### config.mk
export PLATFORM = sky130hd
export DESIGN_NAME = fir_event_detector
export DESIGN_NICKNAME = d
export VERILOG_FILES = /design/src/rtl/fir_event_detector.sv
export SDC_FILE = /design/constraint.sdc
export NUM_CORES = 1
export LEC_CHECK = 0
export CAP_MARGIN = 10
export CORE_MARGIN = 2
export CORE_UTILIZATION = 55
export CTS_BUF_LIST = sky130_fd_sc_hd__clkbuf_16
export DETAILED_ROUTE_END_ITERATION = 10
export GPL_TIMING_DRIVEN = 0
export HOLD_SLACK_MARGIN = 0.1
export PLACE_DENSITY = 0.77
export REMOVE_ABC_BUFFERS = 1
export SYNTH_ARGS = -nofsm -noshare
export SYNTH_HDL_FRONTEND = slang
export SYNTH_SLANG_ARGS = --single-unit
### constraint.sdc
create_clock -name clk -period 3.77 [get_ports clk]
set_clock_uncertainty 0.15 [all_clocks]
set_input_delay 0.377 -clock clk [delete_from_list [all_inputs] [get_ports clk]]
set_output_delay 0.377 -clock clk [all_outputs]
set_load 0.01 [all_outputs]
### src/rtl/fir_event_detector.sv
// fir_event_detector: debounces a 1-bit detect stream with on/off hysteresis and
// queues {start timestamp, width} records of each qualified pulse in a small FIFO.
module fir_event_detector #(
   parameter int ON_CNT  = 3,
   parameter int OFF_CNT = 3,
   parameter int TS_W    = 16,
   parameter int WID_W   = 8,
   parameter int DEPTH   = 4
) (
   input  logic             clk,
   input  logic             rst,
   input  logic             din,
   output logic             det,
   output logic             ev_valid,
   input  logic             ev_ready,
   output logic [TS_W-1:0]  ev_start,
   output logic [WID_W-1:0] ev_width,
   output logic [15:0]      ev_count,
   output logic             ovf,
   input  logic             ovf_clr
);
   localparam int AW = $clog2(DEPTH);
   localparam logic [15:0] ON_N  = 16'(ON_CNT);
   localparam logic [15:0] OFF_N = 16'(OFF_CNT);
   localparam logic [31:0] WMAX  = (32'd1 << WID_W) - 32'd1;
   typedef enum logic [1:0] {IDLE, ARMING, ACTIVE, RELEASING} state_t;
   state_t st;
   logic [TS_W-1:0] ts, cand;
   logic [WID_W-1:0] width;
   logic [15:0] run, zrun;
   logic [TS_W+WID_W-1:0] mem [DEPTH];
   logic [AW:0] wp, rp;
   logic push, wr, pop, full, empty;

   function automatic logic [WID_W-1:0] sat_add(input logic [WID_W-1:0] a, input logic [15:0] b);
      logic [31:0] s;
      s = 32'(a) + 32'(b);
      return (s > WMAX) ? WID_W'(WMAX) : WID_W'(s);
   endfunction

   assign empty = wp == rp;
   assign full = (wp[AW] != rp[AW]) && (wp[AW-1:0] == rp[AW-1:0]);
   assign pop = !empty && ev_ready;
   // the event ends on the sample that completes the run of OFF_CNT zeros
   assign push = !din && ((st == ACTIVE && OFF_N == 16'd1) || (st == RELEASING && zrun + 16'd1 == OFF_N));
   assign wr = push && (!full || pop);
   assign ev_valid = !empty;
   assign {ev_start, ev_width} = empty ? '0 : mem[rp[AW-1:0]];

   always_ff @(posedge clk or posedge rst)
      if (rst) begin
         st    <= IDLE;
         det   <= 1'b0;
         ts    <= '0;
         cand  <= '0;
         width <= '0;
         run   <= '0;
         zrun  <= '0;
      end else begin
         ts <= ts + TS_W'(1);
         case (st)
            IDLE:
               if (din) begin
                  cand  <= ts;
                  width <= WID_W'(1);
                  run   <= 16'd1;
                  st    <= (ON_N == 16'd1) ? ACTIVE : ARMING;
                  det   <= ON_N == 16'd1;
               end
            ARMING:
               if (din) begin
                  run   <= run + 16'd1;
                  width <= sat_add(width, 16'd1);
                  if (run + 16'd1 == ON_N) begin
                     st  <= ACTIVE;
                     det <= 1'b1;
                  end
               end else
                  st <= IDLE;
            ACTIVE:
               if (din)
                  width <= sat_add(width, 16'd1);
               else if (push) begin
                  st  <= IDLE;
                  det <= 1'b0;
               end else begin
                  st   <= RELEASING;
                  zrun <= 16'd1;
               end
            RELEASING:
               if (din) begin
                  width <= sat_add(width, zrun + 16'd1);
                  st    <= ACTIVE;
               end else if (push) begin
                  st  <= IDLE;
                  det <= 1'b0;
               end else
                  zrun <= zrun + 16'd1;
            default: st <= IDLE;
         endcase
      end

   always_ff @(posedge clk or posedge rst)
      if (rst) begin
         wp       <= '0;
         rp       <= '0;
         ev_count <= '0;
         ovf      <= 1'b0;
      end else begin
         if (wr) wp <= wp + (AW+1)'(1);
         if (pop) rp <= rp + (AW+1)'(1);
         if (push) ev_count <= ev_count + 16'd1;
         ovf <= (push && !wr) || (ovf && !ovf_clr);
      end

   always_ff @(posedge clk)
      if (wr) mem[wp[AW-1:0]] <= {cand, width};
endmodule

==> flow_summary.json, run 1 <==
{
  "timing.slew.headroom": 0.3116,
  "first_iter_violations": 350,
  "mostFrequentLayoutCells": "edfxtp_1, dfrtp_1, nand2_1",
  "layout_commonest_cell": "edfxtp_1",
  "synthCells": 820,
  "clkSinkCount": 194,
  "crit_fanout": 6,
  "synthFlopType": "dfrtp_1",
  "wl_met2_um": 9610,
  "critPathMaxStageDelay_ns": 0.54,
  "period_minus_slack_ns": 3.608,
  "crit_arrival_ns": 3.75,
  "ir_drop_mv": 0.3843,
  "async_flop_share": 0.5052,
  "die_h_um": 137.5,
  "syn_area_um2": 9797,
  "grt_pass1_wl_um": 32200,
  "maxSlewViolCount": 0,
  "setup_viol_count_final": 0,
  "worst_slack_ns": 0.1616,
  "die_x_um": 137.5,
  "required_ns": 3.91,
  "finalCritPeriodShare": 0.9571,
  "grt_max_degree": 65,
  "antenna_found_initial": 0,
  "fin_cells": 1095,
  "grt_overflow": 0,
  "wl_per_cell_um": 17.84,
  "dpl.hpwl_um": 12590,
  "synthDistinctLibCells": 73,
  "slowest_stage": "or4_1",
  "yosysSeqAreaShare": 0.5446,
  "place_ws_ns": -0.4497,
  "htreeDepth": 4,
  "ant_nets": 0,
  "tritoncts": "done",
  "grt_pass1_vias": 6337,
  "pwr_density_cell_nw_per_um2": 603.6,
  "die_area_um2": 18900,
  "clk_path_buf_depth": 2,
  "numCtsBuffers": 17,
  "maxCapViolations": 0,
  "core_area_um2": 17360,
  "initial_utilization": 0.5644,
  "nFillCells": 1320,
  "hold_viol": 0,
  "start_kind": "flip-flop",
  "hold_path_class": "in -> async",
  "grtUsageTotal": 0.2190,
  "placed_cell_area_um2": 10530,
  "synth_edf_count": 96,
  "worstMarginPinSlew_ns": 1.026,
  "wl_um": 19540,
  "num_vias": 6593,
  "clk_pin_slew_worst_paths_ns": 0.07,
  "top_level_ports": 48,
  "p_leak_nw": 4.456,
  "gp_congestion": 0.8765,
  "viasPerCell": 6.021,
  "top_layer": "met4",
  "status": "finished clean",
  "avgSynthCellArea_um2": 11.95,
  "path_cells": "and3_4 > nand3_4 > nor2_4 > xor2_2 > ha_1 > a41oi_2 > o21ai_1 > a41o_1 > or4_1 > a211o_4 > o31ai_1 > a22oi_1",
  "final_layout_size_suffix_gt1_frac": 0.1471,
  "hold_buffers": 0,
  "fin_nets": 891,
  "grt_setup_unrepaired": "no",
  "ys_ff_latch": 194,
  "portBuffers": 47,
  "dr_wl_met3_um": 754,
  "rows": 48,
  "fin_area_um2": 11310,
  "clock_latency_ns": 0.43,
  "fmax_mhz": 277.1,
  "yosysWarnings": 0,
  "syn_to_final_growth_pct": 15.49,
  "drt_first_pass_iters": 5,
  "drc": 0,
  "path_class": "reg -> reg",
  "endpoint_kind": "flip-flop",
  "met1_length_um": 8930,
  "num_antenna_cells": 0,
  "placed_cells": 1053,
  "cts_root_buf": "clkbuf_16"
}
-- final timing paths --
path / start / endpoint / slack, ns / cells after the start
max reg2reg: zrun[0] / width[0] / 0.16 / 12
max: zrun[0] / width[0] / 0.16 / 12
max in group asynchronous: rst / zrun[0] / 2.61 / 3
min reg2reg: ts[15] / ts[15] / 0.32 / 1
min in group clk: ts[15] / ts[15] / 0.32 / 1
min: rst / rp[0] / 0.16 / 2
-- repair_timing --
item / CTS / global route
pin swaps: 1 / 5
gates resized for setup: 11 / 15
buffers inserted: 1 / 9
setup endpoints to repair: 33 / 32
-- worst max-delay path, delay by kind of cell, from the launching register on --
family | cells | cell delay [ns]
AND/OR/NAND/NOR | 4 | 1.09
XOR/XNOR | 1 | 0.20
adder cells (fa/ha/maj) | 1 | 0.30
AO/OA/AOI/OAI | 6 | 1.27
flip-flops | 1 | 0.45
-- flip-flops by register name, summed over array words and instances, names as in the netlist, named ones only --
| signal | count |
|---|---|
| zrun | 16 |
| mem | 96 |
| st | 1 |
| ev_count | 16 |
| det | 1 |
| rp | 3 |
| width | 8 |
| cand | 16 |
| wp | 3 |
| ovf | 1 |
| ts | 16 |
| run | 16 |
-- stage by stage --
stage                       util  power (W)  TNS (ns)  hold WS (ns)
after floorplan                -   0.004104         0        0.2918
after global placement    0.5958   0.004870   -124.57        0.3104
after detailed placement  0.6066   0.004973    -3.365        0.3110
after CTS                 0.6435   0.006817  -0.03143        0.1712
after global routing      0.6519   0.007224         0        0.2196
final                     0.6519   0.006829         0        0.1601
-- metal layers --
| metal | vias to the layer above | GRT usage |
|---|---|---|
| li1 | 3141 | - |
| met4 | 0 | 0.06300 |
| met2 | 159 | 0.3590 |
| met3 | 27 | 0.04341 |
| met1 | 3266 | 0.2988 |
| met5 | - | 0 |
-- power by group --
part	switching (W)	internal [W]	leakage [nW]	total, W
clock network	0.000834	0.000998	0.289	0.00183
logic	0.00107	0.00117	1.95	0.00223
registers	0.000338	0.00243	2.21	0.00276
-- final cells by class --
| cell class | count | area (µm²) | share of cell area |
|---|---|---|---|
| clock buffer | 17 | 425.4 | 0.03760 |
| clock inverter | 15 | 172.7 | 0.01526 |
| inverter | 18 | 70.07 | 0.006193 |
| multi-input combinational | 562 | 4302 | 0.3802 |
| sequential | 194 | 5345 | 0.4724 |
| tap | 225 | 281.5 | 0.02488 |
| timing repair buffer | 64 | 718.2 | 0.06347 |
-- cells in the mapped netlist, types with 6 or more instances --
master,number,share of area
a211oi_1,6,0.0046
a21oi_1,29,0.015
a22o_1,6,0.0054
a31oi_1,16,0.010
and2_1,32,0.020
and3_1,20,0.013
buf_2,10,0.0051
clkbuf_1,28,0.011
dfrtp_1,98,0.25
edfxtp_1,96,0.29
ha_1,28,0.036
inv_1,18,0.0069
mux2_2,17,0.020
mux4_2,24,0.055
nand2_1,62,0.024
nand2b_1,7,0.0045
nand3_1,31,0.016
nand4_1,23,0.015
nor2_1,50,0.019
nor3_1,7,0.0036
nor4_1,6,0.0038
o21ai_0,46,0.023
xnor2_1,40,0.036
xor2_1,15,0.013
-- kinds of logic after synthesis --
group / count (synthesis) / share of synthesized area
mux: 46 / 0.07982
compound gates: 151 / 0.1004
flops: 194 / 0.5446
buf+inv: 64 / 0.02810
simple gates: 281 / 0.1602
xor+xnor: 55 / 0.04917
fa+ha+maj: 29 / 0.03780
No activity file was read; power rests on OpenSTA's default activity.
==> inputs of run 2 (changes only) <==
ABC_CLOCK_PERIOD_IN_PS = 3770   (was not set)
==> results of run 2 <==
No change in the layout: final DEF, timing and power equal those of run 1.
==> inputs of run 3 (changes only) <==
SLEW_MARGIN = 10   (was not set)
==> run 3 against run 2 <==
Effect of this change: worst hold slack improved by 0.011 ns; setup slack got worse by 0.029 ns; routed wire length rose by 0.40%; final cell count fell by 0.27%; final area fell by 0.80%; first-iteration DRC count rose by 14%; sequential share of layout area rose by 0.38 points; critical path type unchanged; maximum frequency fell by 0.79%.
==> flow_summary.json, run 3 (synthesis gave the netlist of run 1 again) <==
{
  "ir_drop_mv": 0.3938,
  "period_minus_slack_ns": 3.637,
  "grt_pass1_wl_um": 32620,
  "top_level_ports": 48,
  "p_leak_nw": 4.432,
  "fin_cells": 1092,
  "die_x_um": 137.5,
  "hold_buffers": 0,
  "drt_first_pass_iters": 7,
  "maxCapViolations": 0,
  "clk_pin_slew_worst_paths_ns": 0.07,
  "gp_congestion": 0.8765,
  "htreeDepth": 4,
  "regToRegStartpoint": "zrun[1]",
  "tritoncts": "done",
  "first_iter_violations": 399,
  "wl_um": 19620,
  "portBuffers": 47,
  "grtUsageTotal": 0.2221,
  "maxSlewViolCount": 0,
  "viasPerCell": 6.069,
  "grt_pass1_vias": 6465,
  "crit_arrival_ns": 3.80,
  "initial_utilization": 0.5644,
  "clkSinkCount": 194,
  "numCtsBuffers": 17,
  "worst_slack_ns": 0.1329,
  "placed_cell_area_um2": 10460,
  "drc": 0,
  "r2r_cells": 11,
  "num_antenna_cells": 0,
  "clock_latency_ns": 0.44,
  "hold_viol": 0,
  "rrSetupSlack_ns": 0.13,
  "place_ws_ns": -0.4718,
  "endpoint_kind": "flip-flop",
  "pwr_density_cell_nw_per_um2": 615.1,
  "cts_root_buf": "clkbuf_16",
  "grt_overflow": 0,
  "hold_path_class": "in -> async",
  "antenna_found_initial": 0,
  "num_vias": 6627,
  "largest_reg_flops": 96,
  "clk_path_buf_depth": 2,
  "core_area_um2": 17360,
  "start_kind": "flip-flop",
  "rr_endpoint": "width[7]",
  "rows": 48,
  "dpl.hpwl_um": 12330,
  "grt_max_degree": 63,
  "die_h_um": 137.5,
  "crit_fanout": 5,
  "placed_cells": 1052,
  "layout_commonest_cell": "edfxtp_1",
  "path_class": "reg -> reg",
  "fmax_mhz": 274.9,
  "die_area_um2": 18900,
  "syn_to_final_growth_pct": 14.57,
  "mostFrequentLayoutCells": "edfxtp_1, dfrtp_1, nand2_1",
  "wl_per_cell_um": 17.96,
  "timing.slew.headroom": 0.3632,
  "status": "finished clean",
  "setup_viol_count_final": 0,
  "worstMarginPinSlew_ns": 0.9521,
  "power_w": 0.006904,
  "finalCritPeriodShare": 0.9648,
  "final_layout_size_suffix_gt1_frac": 0.1442,
  "fin_nets": 888,
  "ant_nets": 0,
  "required_ns": 3.94,
  "fin_area_um2": 11220
}
-- run 3: cell types whose count changed in the layout (fill, tap and decap cells not counted), moves of 2 or more --
cell,before,now
and2_1,32,29
and2_2,0,3
buf_16,6,2
clkinv_4,2,0
inv_6,3,5
-- run 3: area by class of cell --
type	count	area, µm²
well taps	225	281.5
repair buffers	61	626.9
flip-flops and latches	194	5345
inverters	18	70.07
multi-input cells	562	4285
clock inverters	15	190.2
clock buffers	17	425.4
fillers	1323	6132
-- run 3: routing by layer --
metal / track usage / wire length [µm]
met2: 0.3659 / 9825
met4: 0.06758 / 246
met3: 0.04489 / 772
met5: 0 / 0
met1: 0.2992 / 8771
-- run 3: how the worst max path moves through the flow --
stage | start | end | cells after the start
2_1_floorplan | zrun[0] | width[2] | 12
5_1_grt | zrun[6] | width[7] | 11
3_5_place_dp | zrun[0] | width[4] | 12
3_3_place_gp | rst | run[0] | 2
4_1_cts | zrun[4] | width[0] | 11
6_report | zrun[1] | width[7] | 11
-- run 3: metrics by stage --
stage | utilization | TNS (ns) | hold slack (ns)
final | 0.6467 | 0 | 0.1715
after global routing | 0.6467 | -0.04172 | 0.2329
after CTS | 0.6419 | 0 | 0.1812
after detailed placement | 0.6024 | -3.524 | 0.3109
after global placement | 0.5958 | -124.57 | 0.3104
after floorplan | - | 0 | 0.2918
-- run 3: critical path: stages (launching register included) --
cell and delay [ns]:
dfrtp_2 0.43, and3_4 0.27, nand3_4 0.12, xnor2_1 0.29, ha_1 0.33, a41oi_1 0.24
o21ai_0 0.13, a41o_1 0.25, or4_1 0.55, a211o_4 0.37, o31ai_1 0.29, nand2_1 0.08
-- run 3: where the power goes --
group	switching (W)	internal, W
logic	0.00108	0.00117
registers	0.000330	0.00243
clock network	0.000837	0.00107
-- run 3: repair_timing --
action / 4_1_cts / 5_1_grt
setup endpoints to repair: 33 / 8
buffers inserted: 4 / 4
endpoints found under the hold margin: 0 / 0
resized for setup: 13 / 9
pin swaps: 1 / 2
gates cloned: 0 / 0
